$ cat config.mk
export PLATFORM = sky130hd
export DESIGN_NAME = tdc_meas_ctrl
export DESIGN_NICKNAME = d
export VERILOG_FILES = /design/src/rtl/tdc_pkg.sv /design/src/rtl/tdc_fin_collect.sv /design/src/rtl/tdc_meas_ctrl.sv
export SDC_FILE = /design/constraint.sdc
export NUM_CORES = 1
export LEC_CHECK = 0
export CAP_MARGIN = 20
export CORE_MARGIN = 2
export CORE_UTILIZATION = 48
export CTS_BUF_LIST = sky130_fd_sc_hd__clkbuf_4
export CTS_CLUSTER_SIZE = 10
export DETAILED_ROUTE_END_ITERATION = 6
export PLACE_DENSITY = 0.89
export SYNTH_ARGS = -nofsm -noshare
export SYNTH_HDL_FRONTEND = slang
export SYNTH_HIERARCHICAL = 1
export SYNTH_SLANG_ARGS = --single-unit
$ cat constraint.sdc
create_clock -name clk -period 2.5 [get_ports clk]
set_input_delay 0.5 -clock clk [delete_from_list [all_inputs] [get_ports clk]]
set_output_delay 0.5 -clock clk [all_outputs]
set_load 0.02 [all_outputs]
$ cat src/rtl/tdc_pkg.sv
// Shared types and constants for the TDC measurement sequencer.
package tdc_pkg;

  localparam int unsigned NUM_DECODE_DEF = 8;
  localparam int unsigned COARSE_W_DEF   = 16;
  localparam int unsigned STOP_TMO_DEF   = 1000;
  localparam int unsigned DEC_TMO_DEF    = 8;
  localparam int unsigned ERR_W          = 2;

  typedef enum logic [2:0] {
    ST_IDLE   = 3'd0,
    ST_ARMED  = 3'd1,
    ST_RUN    = 3'd2,
    ST_DECODE = 3'd3,
    ST_DONE   = 3'd4,
    ST_CLEAR  = 3'd5
  } tdc_state_t;

  localparam logic [ERR_W-1:0] ERR_OK       = 2'b00;
  localparam logic [ERR_W-1:0] ERR_STOP_TMO = 2'b01;
  localparam logic [ERR_W-1:0] ERR_DEC_TMO  = 2'b10;
  localparam logic [ERR_W-1:0] ERR_CODE     = 2'b11;

endpackage

$ cat src/rtl/tdc_fin_collect.sv
// Sticky decoder-finish flags, fine-code latches and the decode timeout timer.
module tdc_fin_collect
  import tdc_pkg::*;
#(
  parameter int unsigned NUM_DECODE = NUM_DECODE_DEF,
  parameter int unsigned DEC_TMO    = DEC_TMO_DEF
) (
  input  logic                  clk,
  input  logic                  rst,
  input  logic                  i_en,
  input  logic                  i_clr,
  input  logic                  i_tmr_run,
  input  logic                  i_fin_start,
  input  logic                  i_fin_stop,
  input  logic [NUM_DECODE-1:0] i_fine_start,
  input  logic [NUM_DECODE-1:0] i_fine_stop,
  output logic                  o_both_done,
  output logic                  o_tmo,
  output logic [NUM_DECODE-1:0] o_code_start,
  output logic [NUM_DECODE-1:0] o_code_stop
);

  localparam int unsigned TMR_W = $clog2(DEC_TMO + 1);

  logic                  r_flag_start;
  logic                  r_flag_stop;
  logic [NUM_DECODE-1:0] r_code_start;
  logic [NUM_DECODE-1:0] r_code_stop;
  logic [TMR_W-1:0]      r_tmr;

  // First finish pulse of each decoder wins; its code is sampled in that same cycle.
  always_ff @(posedge clk or negedge rst) begin
    if (!rst) begin
      r_flag_start <= 1'b0;
      r_flag_stop  <= 1'b0;
      r_code_start <= '0;
      r_code_stop  <= '0;
      r_tmr        <= '0;
    end else if (i_clr) begin
      r_flag_start <= 1'b0;
      r_flag_stop  <= 1'b0;
      r_code_start <= '0;
      r_code_stop  <= '0;
      r_tmr        <= '0;
    end else begin
      if (i_en && i_fin_start && !r_flag_start) begin
        r_flag_start <= 1'b1;
        r_code_start <= i_fine_start;
      end
      if (i_en && i_fin_stop && !r_flag_stop) begin
        r_flag_stop <= 1'b1;
        r_code_stop <= i_fine_stop;
      end
      if (i_tmr_run) begin
        r_tmr <= r_tmr + TMR_W'(1);
      end else begin
        r_tmr <= '0;
      end
    end
  end

  assign o_both_done  = r_flag_start & r_flag_stop;
  assign o_tmo        = i_tmr_run && (r_tmr == TMR_W'(DEC_TMO - 1));
  assign o_code_start = r_code_start;
  assign o_code_stop  = r_code_stop;

endmodule

$ cat src/rtl/tdc_meas_ctrl.sv
// Measurement sequencer for one TDC channel: arm, coarse count, decoder handshake, record out.
// Optional zero-code check enabled by defining TDC_CODE_CHECK_EN.
module tdc_meas_ctrl
  import tdc_pkg::*;
#(
  parameter int unsigned NUM_DECODE = NUM_DECODE_DEF,
  parameter int unsigned COARSE_W   = COARSE_W_DEF,
  parameter int unsigned STOP_TMO   = STOP_TMO_DEF,
  parameter int unsigned DEC_TMO    = DEC_TMO_DEF
) (
  input  logic                  clk,
  input  logic                  rst,
  input  logic                  arm,
  input  logic                  start_hit,
  input  logic                  stop_hit,
  output logic                  dec_go_start,
  output logic                  dec_go_stop,
  output logic                  dec_rst,
  input  logic                  dec_fin_start,
  input  logic                  dec_fin_stop,
  input  logic [NUM_DECODE-1:0] fine_start,
  input  logic [NUM_DECODE-1:0] fine_stop,
  output logic                  busy,
  output logic                  meas_valid,
  input  logic                  meas_ready,
  output logic [COARSE_W-1:0]   meas_coarse,
  output logic [NUM_DECODE-1:0] meas_fine_start,
  output logic [NUM_DECODE-1:0] meas_fine_stop,
  output logic [ERR_W-1:0]      meas_err
);

  tdc_state_t            r_state;
  logic                  r_go_start;
  logic                  r_go_stop;
  logic                  r_dec_rst;
  logic                  r_busy;
  logic                  r_valid;
  logic [COARSE_W-1:0]   r_coarse;
  logic [NUM_DECODE-1:0] r_fine_start;
  logic [NUM_DECODE-1:0] r_fine_stop;
  logic [ERR_W-1:0]      r_err;

  logic                  w_both_done;
  logic                  w_tmo;
  logic [NUM_DECODE-1:0] w_code_start;
  logic [NUM_DECODE-1:0] w_code_stop;
  logic [ERR_W-1:0]      w_code_err;

  // Finishes may precede the stop go, so collection runs through RUN as well.
  tdc_fin_collect #(
    .NUM_DECODE (NUM_DECODE),
    .DEC_TMO    (DEC_TMO)
  ) u_fin_collect (
    .clk          (clk),
    .rst          (rst),
    .i_en         ((r_state == ST_RUN) || (r_state == ST_DECODE)),
    .i_clr        (r_state == ST_CLEAR),
    .i_tmr_run    (r_state == ST_DECODE),
    .i_fin_start  (dec_fin_start),
    .i_fin_stop   (dec_fin_stop),
    .i_fine_start (fine_start),
    .i_fine_stop  (fine_stop),
    .o_both_done  (w_both_done),
    .o_tmo        (w_tmo),
    .o_code_start (w_code_start),
    .o_code_stop  (w_code_stop)
  );

`ifdef TDC_CODE_CHECK_EN
  assign w_code_err = ((w_code_start == '0) || (w_code_stop == '0)) ? ERR_CODE : ERR_OK;
`else
  assign w_code_err = ERR_OK;
`endif

  always_ff @(posedge clk or negedge rst) begin
    if (!rst) begin
      r_state      <= ST_IDLE;
      r_go_start   <= 1'b0;
      r_go_stop    <= 1'b0;
      r_dec_rst    <= 1'b1;
      r_busy       <= 1'b0;
      r_valid      <= 1'b0;
      r_coarse     <= '0;
      r_fine_start <= '0;
      r_fine_stop  <= '0;
      r_err        <= ERR_OK;
    end else begin
      r_go_start <= 1'b0;
      r_go_stop  <= 1'b0;
      r_dec_rst  <= 1'b0;
      case (r_state)
        ST_IDLE: begin
          if (arm) begin
            r_state  <= ST_ARMED;
            r_busy   <= 1'b1;
            r_err    <= ERR_OK;
            r_coarse <= '0;
          end
        end
        ST_ARMED: begin
          if (start_hit) begin
            r_go_start <= 1'b1;
            r_coarse   <= '0;
            if (stop_hit) begin
              r_go_stop <= 1'b1;
              r_state   <= ST_DECODE;
            end else begin
              r_state <= ST_RUN;
            end
          end
        end
        ST_RUN: begin
          // Counting through the stop cycle makes the record equal stop minus start edges.
          r_coarse <= r_coarse + COARSE_W'(1);
          if (stop_hit) begin
            r_go_stop <= 1'b1;
            r_state   <= ST_DECODE;
          end else if (r_coarse == COARSE_W'(STOP_TMO - 1)) begin
            r_err        <= ERR_STOP_TMO;
            r_valid      <= 1'b1;
            r_fine_start <= w_code_start;
            r_fine_stop  <= w_code_stop;
            r_state      <= ST_DONE;
          end
        end
        ST_DECODE: begin
          if (w_both_done) begin
            r_err        <= w_code_err;
            r_valid      <= 1'b1;
            r_fine_start <= w_code_start;
            r_fine_stop  <= w_code_stop;
            r_state      <= ST_DONE;
          end else if (w_tmo) begin
            r_err        <= ERR_DEC_TMO;
            r_valid      <= 1'b1;
            r_fine_start <= w_code_start;
            r_fine_stop  <= w_code_stop;
            r_state      <= ST_DONE;
          end
        end
        ST_DONE: begin
          if (r_valid && meas_ready) begin
            r_valid   <= 1'b0;
            r_dec_rst <= 1'b1;
            r_state   <= ST_CLEAR;
          end
        end
        ST_CLEAR: begin
          r_busy  <= 1'b0;
          r_state <= ST_IDLE;
        end
        default: begin
          r_busy  <= 1'b0;
          r_state <= ST_IDLE;
        end
      endcase
    end
  end

  assign dec_go_start    = r_go_start;
  assign dec_go_stop     = r_go_stop;
  assign dec_rst         = r_dec_rst;
  assign busy            = r_busy;
  assign meas_valid      = r_valid;
  assign meas_coarse     = r_coarse;
  assign meas_fine_start = r_fine_start;
  assign meas_fine_stop  = r_fine_stop;
  assign meas_err        = r_err;

endmodule

# ---- After elaboration in Yosys (flattened, before gate mapping)
# Cells that the tools add are included.
dict set report classes {
  reduce_logical 23
  n_mux 53
  eq_ne 14
  n_bitwise 2
  add_sub_neg 2
}
# op count
set ops {}
lappend ops {{$mux W8} 12}
lappend ops {{$pmux W16 S3} 1}
lappend ops {{$mux W16} 2}
lappend ops {{$pmux W8 S2} 2}
lappend ops {{$mux W3} 7}
lappend ops {{$mux W1} 17}
lappend ops {{$add A16 B1 Y16 const B} 1}
lappend ops {{$eq A16 B10 Y1 const B} 1}
lappend ops {{$pmux W3 S5} 1}
lappend ops {{$reduce_and A5 Y1} 3}
lappend ops {{$mux W2} 5}
lappend ops {{$reduce_bool A3 Y1} 3}
lappend ops {{$mux W4} 2}
lappend ops {{$ne A2 B2 Y1 const B} 4}
lappend ops {{$eq A3 B2 Y1 const B} 2}
lappend ops {{$eq A3 B3 Y1 const B} 2}
lappend ops {{$logic_and A1 B1 Y1} 6}
lappend ops {{$pmux W2 S3} 1}
lappend ops {{$reduce_bool A2 Y1} 3}
lappend ops {{$add A4 B1 Y4 const B} 1}
lappend ops {{$eq A4 B3 Y1 const B} 1}
lappend ops {{$pmux W1 S2} 2}
lappend ops {{$reduce_and A4 Y1} 1}
lappend ops {{$reduce_or A4 Y1} 1}
lappend ops {{other kinds (12)} 13}
dict set report word_totals {
  output_inout_bits 39
  ff_bits 64
  input_bits 24
  elab_cells 109
}

# ---- Longest topological paths before layout
# Gate-level depths: netlist of the first run.
dict set report logic_depth {
  depth_word 6
  ltp_mapped 10
  depth_no_buf 8
}

# ---- By module
# The synthesis of the first run kept the hierarchy.
# mod cells_per_inst seq_area_each_um2 area_per_inst_um2 instances
set modules_own_cells {}
lappend modules_own_cells {tdc_meas_ctrl 181 1052.3 2059.5 1}
lappend modules_own_cells {tdc_fin_collect 95 550.5 1074.8 1}

# ---- Worst setup path before layout of the first run
# OpenSTA, ideal clock, no wires.
dict set report synth_path {
  kind {register to register}
  startpoint {register r_state[1]}
  endpoint {register r_fine_start[7], in the netlist meas_fine_start[7]}
  path_stages_with_launch 11
  period_less_slack_ns 2.295
  arrival_time_ns 2.170
  slack_ns 0.205
  required_ns 2.375
  setup_time_ns 0.125
  cell_sequence {dfrtp_1 buf_4 and2b_1 nand2_1 inv_1 and4b_1 or3b_2 nand3_2 a21oi_4 buf_12 mux2_4}
}
dict set report synth_between {
  elab_chain_cells 4
  word_cells_on_any_way 9
  classes_between {5 x eq/ne; 1 x mux; 3 x reduce/logical}
}
# element line
set synth_rtl {}
lappend synth_rtl {{start: declaration} tdc_meas_ctrl.sv:32} ;# tdc_state_t r_state;
lappend synth_rtl {{start signal: assignment} tdc_meas_ctrl.sv:77} ;# r_state <= ST_IDLE;
lappend synth_rtl {{start signal: assignment} tdc_meas_ctrl.sv:94} ;# r_state <= ST_ARMED;
lappend synth_rtl {{start signal: assignment} tdc_meas_ctrl.sv:106} ;# r_state <= ST_DECODE;
lappend synth_rtl {{$eq A3 B2 Y1} tdc_meas_ctrl.sv:58} ;# .i_tmr_run (r_state == ST_DECODE),
lappend synth_rtl {{$logic_and A1 B1 Y1} tdc_fin_collect.sv:63} ;# assign o_tmo = i_tmr_run && (r_tmr == TMR_W'(DEC_TMO - 1));
lappend synth_rtl {{net w_tmo} tdc_meas_ctrl.sv:44} ;# logic w_tmo;
lappend synth_rtl {{$ne A3 B3 Y1 (no line)} -}
lappend synth_rtl {{$reduce_and A4 Y1 (no line)} -}
lappend synth_rtl {{end signal: assignment} tdc_meas_ctrl.sv:121} ;# r_fine_start <= w_code_start;
lappend synth_rtl {{end signal: assignment} tdc_meas_ctrl.sv:130} ;# r_fine_start <= w_code_start;
lappend synth_rtl {{end signal: assignment} tdc_meas_ctrl.sv:136} ;# r_fine_start <= w_code_start;
lappend synth_rtl {{end: declaration} tdc_meas_ctrl.sv:39} ;# logic [NUM_DECODE-1:0] r_fine_start;
# The timed path passes the listed nets, and every way through them passes these cells.
# A chain may end at the register's enable or synchronous reset.

# ---- Final worst setup path of the first run
dict set report layout_path {
  startpoint {register r_state[1]}
  endpoint {register r_fine_stop[2], in the netlist meas_fine_stop[2]}
}
dict set report layout_between {
  elab_chain_cells 4
  word_cells_on_any_way 9
  classes_between {5 x eq/ne; 1 x mux; 3 x reduce/logical}
}
# element line
set layout_rtl {}
lappend layout_rtl {{$eq A3 B2 Y1} tdc_meas_ctrl.sv:58}
lappend layout_rtl {{$logic_and A1 B1 Y1} tdc_fin_collect.sv:63}
lappend layout_rtl {{net w_tmo} tdc_meas_ctrl.sv:44}
lappend layout_rtl {{$ne A3 B3 Y1 (no line)} -}
lappend layout_rtl {{$reduce_and A4 Y1 (no line)} -}
lappend layout_rtl {{end signal: assignment} tdc_meas_ctrl.sv:122} ;# r_fine_stop <= w_code_stop;
lappend layout_rtl {{end signal: assignment} tdc_meas_ctrl.sv:131} ;# r_fine_stop <= w_code_stop;
lappend layout_rtl {{end signal: assignment} tdc_meas_ctrl.sv:137} ;# r_fine_stop <= w_code_stop;
lappend layout_rtl {{end: declaration} tdc_meas_ctrl.sv:40} ;# logic [NUM_DECODE-1:0] r_fine_stop;
# The timed path passes the listed nets, and every way through them passes these cells.

==> run_results.csv, run 1 <==
group,metric,value,unit
run_status,status,"completed",
sta,final-setup-viol-count,0,
worst_setup_path,r2r_start,"r_state[1]$_DFFE_PN0P_",
yosys,synth_edf_count,0,
worst_setup_path,cp_slowest_cell,"or3b_2",
sta,period_share,0.892,
floorplan,initial_core_util,0.494,
global_route,overflow,0,
yosys,netlist_area,0.00313,mm2
worst_setup_path,rrSetupSlack,0.27,ns
global_route,grt_max_degree,38,
yosys,syn_inst,276,
worst_setup_path,worst_path_largest_cell_delay,0.47,ns
worst_setup_path,path_cells,"and2b_1, nand2_1, inv_1, and4b_1, or3b_2, nand3_2, a21oi_4, buf_4, mux2_4",
placement,post_dp_cell_area,0.00384,mm2
power,seqPwrFrac,0.379,
clock_network,cts.clk_slew.worst_paths,0.12,ns
worst_setup_path,arrival,2.55,ns
floorplan,die_area,0.00719,mm2
cells_and_area,final_common_cell,"dfrtp_1",
detailed_routing,drc,0,
cells_and_area,layout.nets,376,
clock_network,clockRootBuffer,"clkbuf_4",
floorplan,core,0.00635,mm2
detailed_routing,wl_per_cell,15.7,um
global_route,antenna_found_initial,1,
yosys,ys_ff_latch,64,
power,p_per_area,995,mW/mm2
yosys,synth.area.top_cells,"dfrtp_1, nand2b_1, mux2i_1",
placement,dp_hpwl,4580,um
cells_and_area,mostFrequentLayoutCells,"dfrtp_1, clkdlybuf4s50_1, nand2b_1",
global_route,grt_busiest_layer,"met2",
worst_setup_path,reg2regPathDepth,9,
yosys,ys_warn_count,6,
power,clkPwrFrac,0.209,
clock_network,cts_tree,"yes",
floorplan,ioPinCount,63,
clock_network,clkSinkCount,64,
power,power.share.combinational,0.413,
clock_network,cts_buffers,9,
power,swShare,0.359,
worst_setup_path,worstSetupPathType,"flop to flop",
floorplan,die-height,84.8,um
global_route,track_usage,0.200,
sta,fin_setup_tns,0,ns
detailed_routing,drtAntennaViolNets,0,
global_route,use_met2,0.318,
worst_setup_path,reg2reg_to,"meas_fine_stop[2]$_DFFE_PN0P_",
power,p_leak,1.75,nW
global_route,grt_pass1_vias,2374,
sta,hold_slack,0.0777,ns
power,p_sw,1.44,mW
placement,port_buffers,62,
detailed_routing,drt_first_iter_violations,137,
sta,tightest_slew,0.551,ns
floorplan,die_x,84.8,um
yosys,ys_async_sr_fraction,1.00,
worst_setup_path,startpoint,"r_state[1]$_DFFE_PN0P_",
worst_setup_path,end_kind,"flop",
global_route,grt_pass1_wl,11300,um
sta,slew_violations,0,
sta,rsz0062_at_grt,"false",
yosys,yosysSeqAreaShare,0.511,
clock_network,clock_latency,0.42,ns
detailed_routing,vias,2378,
clock_network,cts_resized,0,
yosys,synthFlopType,"dfrtp_1",
sta,max-slew-margin-rel,0.631,
global_route,grt_util_met3,0.0315,
detailed_routing,firstDrtPassIters,4,
power,internal_power,2.58,mW
power,peakVddDrop,697,uV
sta,clock_skew,0.0142,ns
worst_setup_path,crit_required,2.82,ns
yosys,synth_cell_types,50,
worst_setup_path,crit_fanout,8,
yosys,syn_area_per_cell,11.4,um2
sta,timing_hold_violations_final,0,
yosys,syn_nets,302,
placement,gp_congestion,0.840,
clock_network,cts_setup_buffers,0,
worst_setup_path,crit_path_start_kind,"flop",
global_route,grt_use_met1,0.264,
detailed_routing,viasPerCell,5.49,
sta,fmax,449,MHz
yosys,synth_top_area_frac,0.503,
cells_and_area,design_area,0.00405,mm2
clock_network,htree_levels,3,
cells_and_area,fillerInstances,466,
min_path,hold_path.class,"input pin to async pin",
cells_and_area,fin_util,0.637,
sta,layout_min_cycle_time,2.23,ns
cells_and_area,area_growth,29.1,%
detailed_routing,drt-total-wl,6790,um
clock_network,clock_path_buffers,2,
cells_and_area,drive_gt1_frac,0.169,
flow_run,cap_violations,0,
yosys,yosysTopAreaCell,"dfrtp_1",
clock_network,postCtsHoldBufs,0,
floorplan,std_cell_rows,29,
-- Yosys cell counts, types with 6 or more instances --
cell type and n:
a21oi_1 14, dfrtp_1 63, inv_1 9, mux2_2 8, mux2_4 8, mux2i_1 19
nand2_1 14, nand2b_1 36, nand3_1 8, nor2_1 11, nor3_1 6, o21ai_0 10
o31ai_1 10, or4_1 7
-- sequential cells by signal, indices dropped and copies added (netlist names) --
register,flops
u_fin_collect/r_flag_start,1
u_fin_collect/o_code_stop,8
u_fin_collect/o_code_start,8
u_fin_collect/r_tmr,4
dec_rst,1
meas_coarse,16
dec_go_stop,1
r_state,3
u_fin_collect/r_flag_stop,1
dec_go_start,1
meas_err,2
meas_fine_start,8
busy,1
meas_fine_stop,8
meas_valid,1
-- per-layer routing --
metal / wire length [um] / vias up
met1: 2960 / 1174
met5: 0 / -
li1: - / 1135
met4: 174 / 0
met3: 255 / 13
met2: 3400 / 56
-- power groups by stage --
stage               combinational [mW]  clock, mW  sequential (mW)
floorplan                        0.885          0             1.69
global placement                  1.56          0             1.53
detailed placement                1.61          0             1.54
CTS                               1.63      0.859             1.53
global route                      1.81      0.906             1.57
finish                            1.66      0.840             1.53
-- cell type report --
class	count	area, um2	area share
inverter	9	33.8	0.00835
multi-input combinational	190	1410	0.347
clock inverter	7	105	0.0260
sequential	64	1600	0.396
clock buffer	9	67.6	0.0167
antenna	1	2.50	0.000618
tap	77	96.3	0.0238
timing repair buffer	76	733	0.181
-- critical path: cells and delay by family, from the launching register on --
kind,cells,cell delay (ns)
muxes,1,0.30
buffers and inverters,2,0.29
AOI/OAI and AO/OA,1,0.05
DFF,1,0.40
and+or+nand+nor,5,1.09
-- per-stage QoR --
step	power [mW]	std cells	setup slack (ns)
final	4.03	433	0.271
after global routing	4.28	433	0.142
after CTS	4.01	430	0.0662
after detailed placement	3.15	414	0.131
after global placement	3.09	414	0.185
after floorplan	2.57	276	0.205
-- how the worst max path moves through the flow --
stage                                           to  cells after the start  slack, ns
finish               meas_fine_stop[2]$_DFFE_PN0P_                      9       0.27
global route         meas_fine_stop[3]$_DFFE_PN0P_                      9       0.14
CTS                 meas_fine_start[6]$_DFFE_PN0P_                      8       0.07
detailed placement  meas_fine_start[4]$_DFFE_PN0P_                      8       0.13
global placement    meas_fine_start[1]$_DFFE_PN0P_                      5       0.19
floorplan           meas_fine_start[7]$_DFFE_PN0P_                     10       0.20
-- cell families (layout without fill, tap and decap cells) --
kind of cell,count (synthesis),count (layout),synth area share
simple gates,105,105,0.209
flops,64,64,0.511
compound gates,47,47,0.0994
mux,35,35,0.128
buf+inv,22,101,0.0415
fa+ha+maj,2,2,0.00798
xor+xnor,1,1,0.00279
other cells,0,1,0
No activity file was read; power rests on OpenSTA's default activity.
==> inputs of run 2 (changes only) <==
- CORE_UTILIZATION: 48 -> 53
- PLACE_DENSITY: 0.89 -> 0.93
- clock period: 2.5 -> 2.4 ns (I/O delays scaled with it)
==> run_results.csv, run 2 (synthesis results as in run 1) <==
group,metric,value,unit
sta,clock_skew,0.0242,ns
cells_and_area,largest_reg_flops,16,
global_route,track_usage,0.220,
cells_and_area,drive_gt1_frac,0.169,
power,p_per_area,987,mW/mm2
cells_and_area,multi_input_area,0.00141,mm2
worst_setup_path,worstSetupPathType,"flop to flop",
clock_network,cts_resized,0,
sta,layout_min_cycle_time,2.28,ns
worst_setup_path,end_kind,"flop",
clock_network,cts_buffers,9,
floorplan,die-height,80.9,um
worst_setup_path,critPathTopFamily,"simple AND/OR/NAND/NOR gates",
worst_setup_path,crit_required,2.67,ns
placement,gp_congestion,0.897,
worst_setup_path,worst_path_largest_cell_delay,0.47,ns
sta,final-setup-viol-count,0,
detailed_routing,wl_per_cell,16.3,um
cells_and_area,mostFrequentLayoutCells,"dfrtp_1, clkdlybuf4s50_1, nand2b_1",
detailed_routing,dr_wl_met2,3500,um
cells_and_area,layout.nets,377,
flow_run,cap_violations,0,
detailed_routing,drt_first_iter_violations,234,
cells_and_area,seq_area,0.00160,mm2
clock_network,clkSinkCount,64,
cells_and_area,final_common_cell,"dfrtp_1",
cells_and_area,fin_util,0.689,
power,peakVddDrop,633,uV
global_route,grt_pass1_wl,11000,um
global_route,grt_pass1_vias,2281,
detailed_routing,wl_met1,3100,um
power,p_leak,1.72,nW
clock_network,htree_levels,3,
sta,rsz0062_at_grt,"false",
worst_setup_path,arrival,2.55,ns
clock_network,cts.clk_slew.worst_paths,0.12,ns
detailed_routing,highest_layer,"met4",
detailed_routing,firstDrtPassIters,4,
worst_setup_path,crit_buf_inv,2,
sta,max-slew-margin-rel,0.631,
min_path,hold_path.class,"input pin to async pin",
clock_network,cts_setup_buffers,0,
floorplan,std_cell_rows,28,
cells_and_area,fin_cells,431,
detailed_routing,drtAntennaViolNets,0,
global_route,antenna_found_initial,0,
clock_network,cts_tree,"yes",
detailed_routing,wl_met3,292,um
worst_setup_path,path_cells,"and2b_1, nand2_1, inv_1, and4b_1, or3b_2, nand3_2, a21oi_4, buf_12, or2_2",
cells_and_area,area_growth,27.8,%
clock_network,clock_path_buffers,2,
detailed_routing,vias,2396,
clock_network,clock_latency,0.40,ns
sta,slew_violations,0,
run_status,status,"completed",
placement,dp_hpwl,4820,um
placement,dp.cells,414,
floorplan,core,0.00582,mm2
worst_setup_path,crit_fanout,18,
sta,tightest_slew,0.550,ns
floorplan,ioPinCount,63,
detailed_routing,drt-total-wl,7010,um
cells_and_area,diodes,0,
worst_setup_path,cp_slowest_cell,"or3b_2",
floorplan,die_x,80.9,um
clock_network,clockRootBuffer,"clkbuf_4",
floorplan,die_area,0.00654,mm2
placement,port_buffers,62,
detailed_routing,viasPerCell,5.56,
sta,fin_setup_tns,0,ns
sta,period_share,0.951,
sta,timing_hold_violations_final,0,
global_route,grt_max_degree,65,
detailed_routing,drc,0,
floorplan,initial_core_util,0.539,
clock_network,postCtsHoldBufs,0,
cells_and_area,fillerInstances,434,
global_route,overflow,0,
sta,fmax,438,MHz
worst_setup_path,crit_path_start_kind,"flop",
## run 2: changes by cell type in the layout (fill, tap and decap cells not counted)
cell,change
bufinv_16,-2
inv_8,-1
clkinv_1,+1
buf_12,+1
inv_6,+1
diode_2,-1
clkinvlp_4,+3
clkinv_4,-3
clkinv_2,+1
## run 2: final cells by class
cell class	instances	share of cell area
clock buffers	9	0.0169
multi-input cells	190	0.351
clock inverters	7	0.0119
repair buffers	77	0.188
well taps	75	0.0234
inverters	9	0.00843
flip-flops and latches	64	0.400
## run 2: metrics by stage
| step | hold WS [ns] | cell area [um2] | setup WS, ns | total power, mW |
|---|---|---|---|---|
| floorplan | 0.184 | 3130 | 0.105 | 2.68 |
| global placement | 0.445 | 3870 | 0.121 | 3.22 |
| detailed placement | 0.452 | 3870 | 0.0106 | 3.31 |
| CTS | 0.0802 | 3990 | 0.00286 | 3.93 |
| global route | 0.0688 | 4010 | 0.0470 | 4.20 |
| finish | 0.0783 | 4010 | 0.119 | 3.95 |
## run 2: final timing paths
path | to | start | slack [ns] | cells after the start
max | r_state[2]$_DFFE_PN0P_ | r_state[1]$_DFFE_PN0P_ | 0.12 | 9
min | u_fin_collect/o_code_stop[7]$_DFFE_PN0P_ | rst | 0.08 | 2
max reg2reg | r_state[2]$_DFFE_PN0P_ | r_state[1]$_DFFE_PN0P_ | 0.12 | 9
min reg2reg | u_fin_collect/r_tmr[0]$_DFF_PN0_ | u_fin_collect/r_tmr[0]$_DFF_PN0_ | 0.46 | 1
max in group asynchronous | dec_rst$_DFF_PN1_ | rst | 1.99 | 2
min in group clk | u_fin_collect/r_tmr[0]$_DFF_PN0_ | u_fin_collect/r_tmr[0]$_DFF_PN0_ | 0.46 | 1
## run 2: layer usage
metal,track usage,vias to the layer above
met5,0,-
met4,0.0847,0
met3,0.0311,11
met2,0.348,81
met1,0.307,1172
li1,-,1132
## run 2: report_power, final
| group | internal, mW | switching, mW |
|---|---|---|
| Combinational | 0.861 | 0.892 |
| Clock | 0.210 | 0.404 |
| Sequential | 1.40 | 0.190 |
| Total | 2.47 | 1.49 |
